## config.mk

```make
export PLATFORM = sky130hd
export DESIGN_NAME = spi_slave_bridge
export DESIGN_NICKNAME = d
export VERILOG_FILES = /design/src/rtl/spi_slave_bridge.sv
export SDC_FILE = /design/constraint.sdc
export NUM_CORES = 1
export LEC_CHECK = 0
export ABC_CLOCK_PERIOD_IN_PS = 2900
export BUFFER_PORTS_ARGS = -buffer_cell sky130_fd_sc_hd__buf_2
export CAP_MARGIN = 15
export CORE_MARGIN = 1
export CORE_UTILIZATION = 54
export CTS_BUF_LIST = sky130_fd_sc_hd__clkbuf_16
export CTS_CLUSTER_DIAMETER = 120
export DETAILED_ROUTE_END_ITERATION = 8
export HOLD_SLACK_MARGIN = 0.1
export PLACE_DENSITY_LB_ADDON = 0.08
export SETUP_SLACK_MARGIN = 0.5
export SLEW_MARGIN = 20
export SYNTH_ARGS = -nofsm -noshare
export SYNTH_HDL_FRONTEND = slang
export SYNTH_SLANG_ARGS = --single-unit
```

## constraint.sdc

```tcl
create_clock -name clk -period 2.9 [get_ports clk]
set_input_delay 0.29 -clock clk [delete_from_list [all_inputs] [get_ports clk]]
set_output_delay 0.29 -clock clk [all_outputs]
set_load 0.02 [all_outputs]
```

## src/rtl/spi_slave_bridge.sv

```systemverilog
// SPI mode-0 slave that turns command/address/data frames into single-cycle
// write and read strobes on a local register bus, with burst auto-increment.
module spi_slave_bridge #(
  parameter int unsigned      CMD_W      = 8,
  parameter int unsigned      ADDR_W     = 24,
  parameter int unsigned      DATA_W     = 32,
  parameter logic [CMD_W-1:0] WR_CMD     = 8'hA4,
  parameter logic [CMD_W-1:0] RD_CMD     = 8'hA5,
  parameter int unsigned      DUMMY_BITS = 8
) (
  input  logic              clk,
  input  logic              rst,
  input  logic              sck,
  input  logic              cs,
  input  logic              copi,
  output logic              cipo,
  output logic              cipo_oe,
  output logic              wr_en_out,
  output logic [ADDR_W-1:0] wr_address_out,
  output logic [DATA_W-1:0] wr_data_out,
  output logic              rd_en_out,
  output logic [ADDR_W-1:0] rd_address_out,
  input  logic [DATA_W-1:0] rd_data_in,
  input  logic              rd_valid_in,
  output logic              err_out
);

  localparam int unsigned SH_A = (CMD_W > ADDR_W) ? CMD_W : ADDR_W;
  localparam int unsigned SH_W = (SH_A > DATA_W) ? SH_A : DATA_W;
  localparam int unsigned CNT_W = 16;

  typedef enum logic [2:0] {
    S_IDLE, S_CMD, S_ADDR, S_DUMMY, S_WDATA, S_RDATA, S_DRAIN
  } state_e;

  state_e            state_q;
  logic [1:0]        sck_sync_q, cs_sync_q, copi_sync_q;
  logic              sck_prev_q, cs_prev_q, armed_q, is_wr_q;
  logic [CNT_W-1:0]  bit_cnt_q;
  logic [SH_W-2:0]   in_sh_q;
  logic [ADDR_W-1:0] addr_q, wr_addr_q, rd_addr_q;
  logic [DATA_W-1:0] wr_data_q, hold_q, out_sh_q;
  logic              hold_vld_q, rd_pend_q;
  logic              cipo_q, cipo_oe_q, wr_en_q, rd_en_q, err_q;

  logic sck_s, cs_s, copi_s, sck_rise, sck_fall, cs_rise, cs_fall;
  logic [SH_W-1:0] sh_d;
  logic cmd_hit, last_bit, abort_err;

  assign sck_s    = sck_sync_q[1];
  assign cs_s     = cs_sync_q[1];
  assign copi_s   = copi_sync_q[1];
  assign sck_rise = sck_s & ~sck_prev_q;
  assign sck_fall = ~sck_s & sck_prev_q;
  assign cs_rise  = cs_s & ~cs_prev_q;
  assign cs_fall  = ~cs_s & cs_prev_q;
  assign sh_d     = {in_sh_q, copi_s};
  assign cmd_hit  = (sh_d[CMD_W-1:0] == WR_CMD) || (sh_d[CMD_W-1:0] == RD_CMD);

  // NOTE: every output of a combinational block gets a default first so no latch is inferred.
  always_comb begin
    last_bit = 1'b0;
    case (state_q)
      S_CMD:            last_bit = (bit_cnt_q == CNT_W'(CMD_W - 1));
      S_ADDR:           last_bit = (bit_cnt_q == CNT_W'(ADDR_W - 1));
      S_DUMMY:          last_bit = (bit_cnt_q == CNT_W'(DUMMY_BITS - 1));
      S_WDATA, S_RDATA: last_bit = (bit_cnt_q == CNT_W'(DATA_W - 1));
      default:          last_bit = 1'b0;
    endcase
  end

  // A cs rise is an error unless, after any bit landing in the same clk, the frame sits on a clean boundary.
  always_comb begin
    abort_err = 1'b0;
    case (state_q)
      S_CMD:            abort_err = !(sck_rise && last_bit && !cmd_hit);
      S_ADDR:           abort_err = !(sck_rise && last_bit && (is_wr_q || DUMMY_BITS == 0));
      S_DUMMY:          abort_err = !(sck_rise && last_bit);
      S_WDATA, S_RDATA: abort_err = sck_rise ? !last_bit : (bit_cnt_q != '0);
      default:          abort_err = 1'b0;
    endcase
  end

  // NOTE: sequential state uses non-blocking assignments only; a later assignment in this block overrides an earlier one.
  always_ff @(posedge clk) begin
    if (rst) begin
      state_q     <= S_IDLE;
      sck_sync_q  <= '0;
      cs_sync_q   <= '0;
      copi_sync_q <= '0;
      sck_prev_q  <= 1'b0;
      cs_prev_q   <= 1'b0;
      armed_q     <= 1'b0;
      is_wr_q     <= 1'b0;
      bit_cnt_q   <= '0;
      in_sh_q     <= '0;
      addr_q      <= '0;
      wr_addr_q   <= '0;
      rd_addr_q   <= '0;
      wr_data_q   <= '0;
      hold_q      <= '0;
      out_sh_q    <= '0;
      hold_vld_q  <= 1'b0;
      rd_pend_q   <= 1'b0;
      cipo_q      <= 1'b0;
      cipo_oe_q   <= 1'b0;
      wr_en_q     <= 1'b0;
      rd_en_q     <= 1'b0;
      err_q       <= 1'b0;
    end else begin
      sck_sync_q  <= {sck_sync_q[0], sck};
      cs_sync_q   <= {cs_sync_q[0], cs};
      copi_sync_q <= {copi_sync_q[0], copi};
      sck_prev_q  <= sck_s;
      cs_prev_q   <= cs_s;
      armed_q     <= armed_q | cs_s;
      wr_en_q     <= 1'b0;
      rd_en_q     <= 1'b0;
      err_q       <= 1'b0;

      if (rd_valid_in && rd_pend_q) begin
        hold_q     <= rd_data_in;
        hold_vld_q <= 1'b1;
        rd_pend_q  <= 1'b0;
      end

      if (sck_rise) begin
        in_sh_q   <= sh_d[SH_W-2:0];
        bit_cnt_q <= bit_cnt_q + CNT_W'(1);
        if (last_bit) begin
          bit_cnt_q <= '0;
          case (state_q)
            S_CMD: begin
              is_wr_q <= (sh_d[CMD_W-1:0] == WR_CMD);
              state_q <= cmd_hit ? S_ADDR : S_DRAIN;
            end
            S_ADDR: begin
              addr_q <= sh_d[ADDR_W-1:0];
              if (is_wr_q) begin
                state_q <= S_WDATA;
              end else begin
                rd_en_q    <= 1'b1;
                rd_addr_q  <= sh_d[ADDR_W-1:0];
                rd_pend_q  <= 1'b1;
                hold_vld_q <= 1'b0;
                if (DUMMY_BITS == 0) begin
                  state_q   <= S_RDATA;
                  cipo_oe_q <= 1'b1;
                end else begin
                  state_q <= S_DUMMY;
                end
              end
            end
            S_DUMMY: begin
              state_q   <= S_RDATA;
              cipo_oe_q <= 1'b1;
            end
            S_WDATA: begin
              wr_en_q   <= 1'b1;
              wr_addr_q <= addr_q;
              wr_data_q <= sh_d[DATA_W-1:0];
              addr_q    <= addr_q + ADDR_W'(1);
            end
            S_RDATA: begin
              // Prefetch the next word as soon as the current one has been clocked out.
              rd_en_q    <= 1'b1;
              rd_addr_q  <= addr_q + ADDR_W'(1);
              addr_q     <= addr_q + ADDR_W'(1);
              rd_pend_q  <= 1'b1;
              hold_vld_q <= 1'b0;
            end
            default: ;
          endcase
        end
      end

      if (sck_fall && state_q == S_RDATA) begin
        if (bit_cnt_q == '0) begin
          if (hold_vld_q) begin
            cipo_q   <= hold_q[DATA_W-1];
            out_sh_q <= hold_q << 1;
          end else begin
            cipo_q   <= 1'b0;
            out_sh_q <= '0;
            err_q    <= 1'b1;
          end
          hold_vld_q <= 1'b0;
          rd_pend_q  <= 1'b0;
        end else begin
          cipo_q   <= out_sh_q[DATA_W-1];
          out_sh_q <= out_sh_q << 1;
        end
      end

      if (cs_rise) begin
        state_q   <= S_IDLE;
        cipo_q    <= 1'b0;
        cipo_oe_q <= 1'b0;
        if (abort_err) err_q <= 1'b1;
      end else if (cs_fall && armed_q && state_q == S_IDLE) begin
        state_q   <= S_CMD;
        bit_cnt_q <= '0;
      end
    end
  end

  assign cipo           = cipo_q;
  assign cipo_oe        = cipo_oe_q;
  assign wr_en_out      = wr_en_q;
  assign wr_address_out = wr_addr_q;
  assign wr_data_out    = wr_data_q;
  assign rd_en_out      = rd_en_q;
  assign rd_address_out = rd_addr_q;
  assign err_out        = err_q;

endmodule

```

After elaboration in Yosys (flattened, before gate mapping)

Cells that the tools add are included.
W data, S select, Z words.

Add/sub/neg operators: 2
Eq/ne operators: 11
Multiplexer cells: 42
Bitwise gates (word level): 11
Reduce and logical (&&, ||, !) cells: 34

Operators with widths:

| kind                    | number |
|---|---|
| $pmux W24 S2            | 2 |
| $mux W16                | 4 |
| $mux W32                | 2 |
| $eq A16 B5 Y1 const B   | 2 |
| $mux W1                 | 25 |
| $add A24 B1 Y24 const B | 1 |
| $mux W24                | 1 |
| $reduce_and A3 Y1       | 6 |
| $add A16 B1 Y16 const B | 1 |
| $eq A16 B3 Y1 const B   | 1 |
| $eq A8 B8 Y1 const B    | 2 |
| $logic_not A16 Y1       | 1 |
| $reduce_bool A16 Y1     | 1 |
| $pmux W3 S3             | 1 |
| $reduce_bool A2 Y1      | 4 |
| $logic_and A1 B1 Y1     | 7 |
| $eq A3 B2 Y1 const B    | 2 |
| $eq A3 B3 Y1 const B    | 2 |
| $mux W3                 | 2 |
| $not A1 Y1              | 6 |
| $pmux W1 S2             | 3 |
| $reduce_or A2 Y1        | 3 |
| $reduce_or A3 Y1        | 2 |
| $logic_not A1 Y1        | 5 |
| 11 further kinds        | 14 |

Register bits after elaboration: 235
Input port bits: 38

Longest topological paths before layout

Word-level depth: 9
Depth in mapped cells: 10
Mapped depth without buffers: 7

Worst setup path before layout

OpenSTA, ideal clock, no wires.

Path kind: register to register
Start point: register addr_q[0]
End point: register addr_q[20]
Library setup time: 0.067 ns
Arrival time: 2.177 ns
Data required time: 2.833 ns
Setup slack: 0.656 ns
Cell stages (with the launch flop): 7
Buffers on the path: 0
Cells stage by stage: dfxtp_1 > ha_1 > nand4_2 > or4_1 > or3_4 > a311o_1 > a21oi_2

Longest elaborated chain between the ends: 2

RTL lines:

| what                   | line     | source |
|---|---|---|
| start, declared        | 41       | `logic [ADDR_W-1:0] addr_q, wr_addr_q, rd_addr_q;` |
| start signal, assigned | 138      | `addr_q <= sh_d[ADDR_W-1:0];` |
| start signal, assigned | 162      | `addr_q <= addr_q + ADDR_W'(1);` |
| start signal, assigned | 168      | `addr_q <= addr_q + ADDR_W'(1);` |
| $add A24 B1 Y24        | 162, 168 |  |
| $pmux W24 S2           | 132      | `case (state_q)` |

Every way passes these cells.
A chain may end at the register's enable or synchronous reset.

Worst setup path in the final report

Start point: register addr_q[3]
End point: register addr_q[20]

The elaborated chain is that of the path after synthesis.

==> metrics.txt <==
Inserted Clock Buffers 24; Post-synth EDFFs 0; post-detailed-route DRC marker count 0; async set-or-reset flop fraction in the synthesized netlist 0; worst-margin pin slew 831 ps; CP max FO 9; all-layer global routing usage 0.266; maxcap violations 0; Yosys Warn Count 0; largest net degree at the start of global routing 86; leak pwr 0.00422 uW; nets@finish 1393; met3 WL 1610 um; I/O Buffers 122; die area 19000 um2; Final HPWL DP 16200 um; CP Data Arrival Time 2760 ps; Core Area 18000 um2; Startpoint Class register; TNS Setup 0 ps; CP required 3350 ps; first-pass GRT wire length 40500 um; Crit. End Element register; Distinct cells, synth 73; Cells after Synth 1236; Cell Rows 49; Crit Path Class reg -> reg; Worst Clk Skew 6.36 ps; WL met2 11700 um; final core occ 0.661; worst hold margin 174 ps; Slew Limit Fails 0; r2r setup slk 590 ps; max incr delay on CP 590 ps; synthesis-stage register bit count 234; Clock transition at path regs 60 ps; endpoints failing hold 0; syn nets 1277; clock sink total 234; Worst Hold Class in -> reg; worst r2r src addr_q[3]; final wirelength 25600 um; wire per inst 16.0 um; clk_lat worst skew 510 ps; total grt overflow 0; synth-to-layout area growth 19.8%; Root Buffer Master clkbuf_16; Power per Cell Area 557 nW/um2; status completed; Worst IR Drop VDD 0.514 mV; Synth Cell Area 9940 um2; TritonCTS clock tree built; initial antenna violation count 0; CTS max path bufs 3; Vias 9008; top sig layer met4; Slowest cell on crit path or4_1; Metal-1 WL 12000 um; post-route ant nets 0; commonest register cell after synthesis dfxtp_1; RSZ-0062 raised after global routing true; Hold Crit Depth 2; layout cell share with drive strength beyond 1 0.168; Post-CTS Setup Inserts 0; DR vias/cell 5.64; final worst path period need 2310 ps; Reg2Reg Depth 5; Min-Delay Endpoint armed_q; Die Span Y 138 um; Cell Chain, Critical Path nand4_2 > or4_1 > or3_4 > a311o_1 > a21oi_2; initial core utilization 0.552; hold_sp rst; number of global-route vias before repair 7947; Post-Syn Area per Cell 8.04 um2; H-tree depth 1; part of the Yosys area used for sequential elements 0.471; final period utilization 0.797; Fmax 433 MHz; Diodes inserted 0; Slew headroom 0.446; Reg2Reg Capture Point addr_q[20]; drt initial violations 803; First-pass DRT Iterations 5; Placer Congestion 0.869; Final setup viols 0; # IOs 123; die span in x 138 um
==> worst max-delay path, delay by kind of cell, from the launching register on <==
kind               cells  cell delay (ps)
AOI/OAI and AO/OA      2              500
DFF                    1              550
and+or+nand+nor        3             1190
==> where the power goes <==
part	switching, uW	internal [uW]	total (uW)
clock network	1250	2000	3250
registers	5.03	3220	3220
logic	93.4	68.4	162
==> area by class of cell <==
| cell class | count | area, um2 |
|---|---|---|
| repair buffers | 188 | 1230 |
| multi-input cells | 895 | 4840 |
| fillers | 1538 | 6110 |
| clock buffers | 25 | 626 |
| inverters | 9 | 33.8 |
| clock inverters | 18 | 208 |
| flip-flops and latches | 234 | 4690 |
| well taps | 229 | 287 |
==> cell families (layout without fill, tap and decap cells) <==
kind of cell | Yosys count | in the layout | share of synthesized area
AND/OR/NAND/NOR | 534 | 534 | 0.241
AO/OA/AOI/OAI | 325 | 325 | 0.201
flip-flops | 234 | 234 | 0.471
buffers and inverters | 107 | 240 | 0.0534
XOR/XNOR | 27 | 27 | 0.0238
multiplexers | 6 | 6 | 0.00617
adder cells (fa/ha/maj) | 3 | 3 | 0.00378
==> cells in the mapped netlist (4+ instances only) <==
library cell / instances / area (um2)
a31oi_1: 4 / 25.0
a22oi_1: 34 / 255
a211o_1: 6 / 52.6
o21ai_0: 21 / 105
nor4_2: 4 / 50.1
xnor2_1: 9 / 78.8
nand3_1: 28 / 140
o41ai_1: 8 / 70.1
o32ai_1: 7 / 61.3
o211ai_1: 6 / 45.0
buf_2: 12 / 60.1
a22o_1: 10 / 87.6
inv_1: 8 / 30.0
a21o_1: 5 / 37.5
buf_6: 4 / 45.0
nor2_1: 72 / 270
a211oi_1: 5 / 37.5
and2_1: 6 / 37.5
nand2_1: 329 / 1230
nor3_1: 21 / 105
and4_1: 4 / 35.0
nand2b_1: 7 / 43.8
o31ai_1: 6 / 45.0
nor2b_1: 11 / 68.8
xor2_1: 18 / 158
clkbuf_8: 8 / 110
mux2i_1: 5 / 50.1
nand4_1: 11 / 68.8
clkbuf_1: 70 / 263
nor4_1: 8 / 50.1
a21oi_1: 188 / 941
dfxtp_1: 234 / 4680
==> layout by cell type (no fill, tap or decap), types with 9 or more instances in the layout <==
cell	n
dfxtp_1	230
nor3_1	20
xor2_1	18
a22oi_1	34
nor2_1	71
buf_4	27
buf_2	121
dlygate4sd3_1	36
inv_1	12
clkbuf_16	25
o21ai_0	21
nand4_1	11
nand2_1	329
xnor2_1	9
nor2b_1	10
a22o_1	10
a21oi_1	188
nand3_1	28
==> worst max-delay path by stage <==
stage | startpoint | end | slack, ps | cells after the start
final | addr_q[3] | addr_q[20] | 590 | 5
after detailed placement | addr_q[0] | rd_address_out[20] | 400 | 6
after CTS | bit_cnt_q[8] | addr_q[20] | 490 | 5
after global routing | bit_cnt_q[1] | rd_address_out[17] | 470 | 6
after floorplan | addr_q[0] | addr_q[20] | 660 | 6
after global placement | addr_q[0] | rd_address_out[20] | 420 | 6
==> flip-flops by register name, summed over array words and instances (netlist names), 2 cells and up <==
name and count:
out_sh_q 31, sck_sync_q 2, copi_sync_q 2, in_sh_q 31, cs_sync_q 2, bit_cnt_q 16
hold_q 32, addr_q 24, rd_address_out 24, state_q 3, wr_data_out 32, wr_address_out 24
==> metrics by stage <==
stage / setup slack [ps] / cells / power, uW / instance area (um2)
2_1_floorplan: 656 / 1236 / 3370 / 9940
3_3_place_gp: 415 / 1519 / 3420 / 10600
3_5_place_dp: 401 / 1519 / 3420 / 10600
4_1_cts: 492 / 1598 / 6690 / 11800
5_1_grt: 466 / 1598 / 6840 / 11900
6_report: 588 / 1598 / 6630 / 11900
==> repair_timing <==
action                     4_1_cts  5_1_grt
hold endpoints to repair        36        0
hold buffers                    36        0
pin swaps                        0        0
setup endpoints to repair       61      105
gates resized for setup          5       16
==> routing by layer <==
metal / up-vias / global-route usage
met1: 4211 / 0.382
met4: 0 / 0.0598
li1: 4504 / -
met2: 262 / 0.413
met3: 31 / 0.0478
met5: - / 0
(Power assumes the default switching activity.)
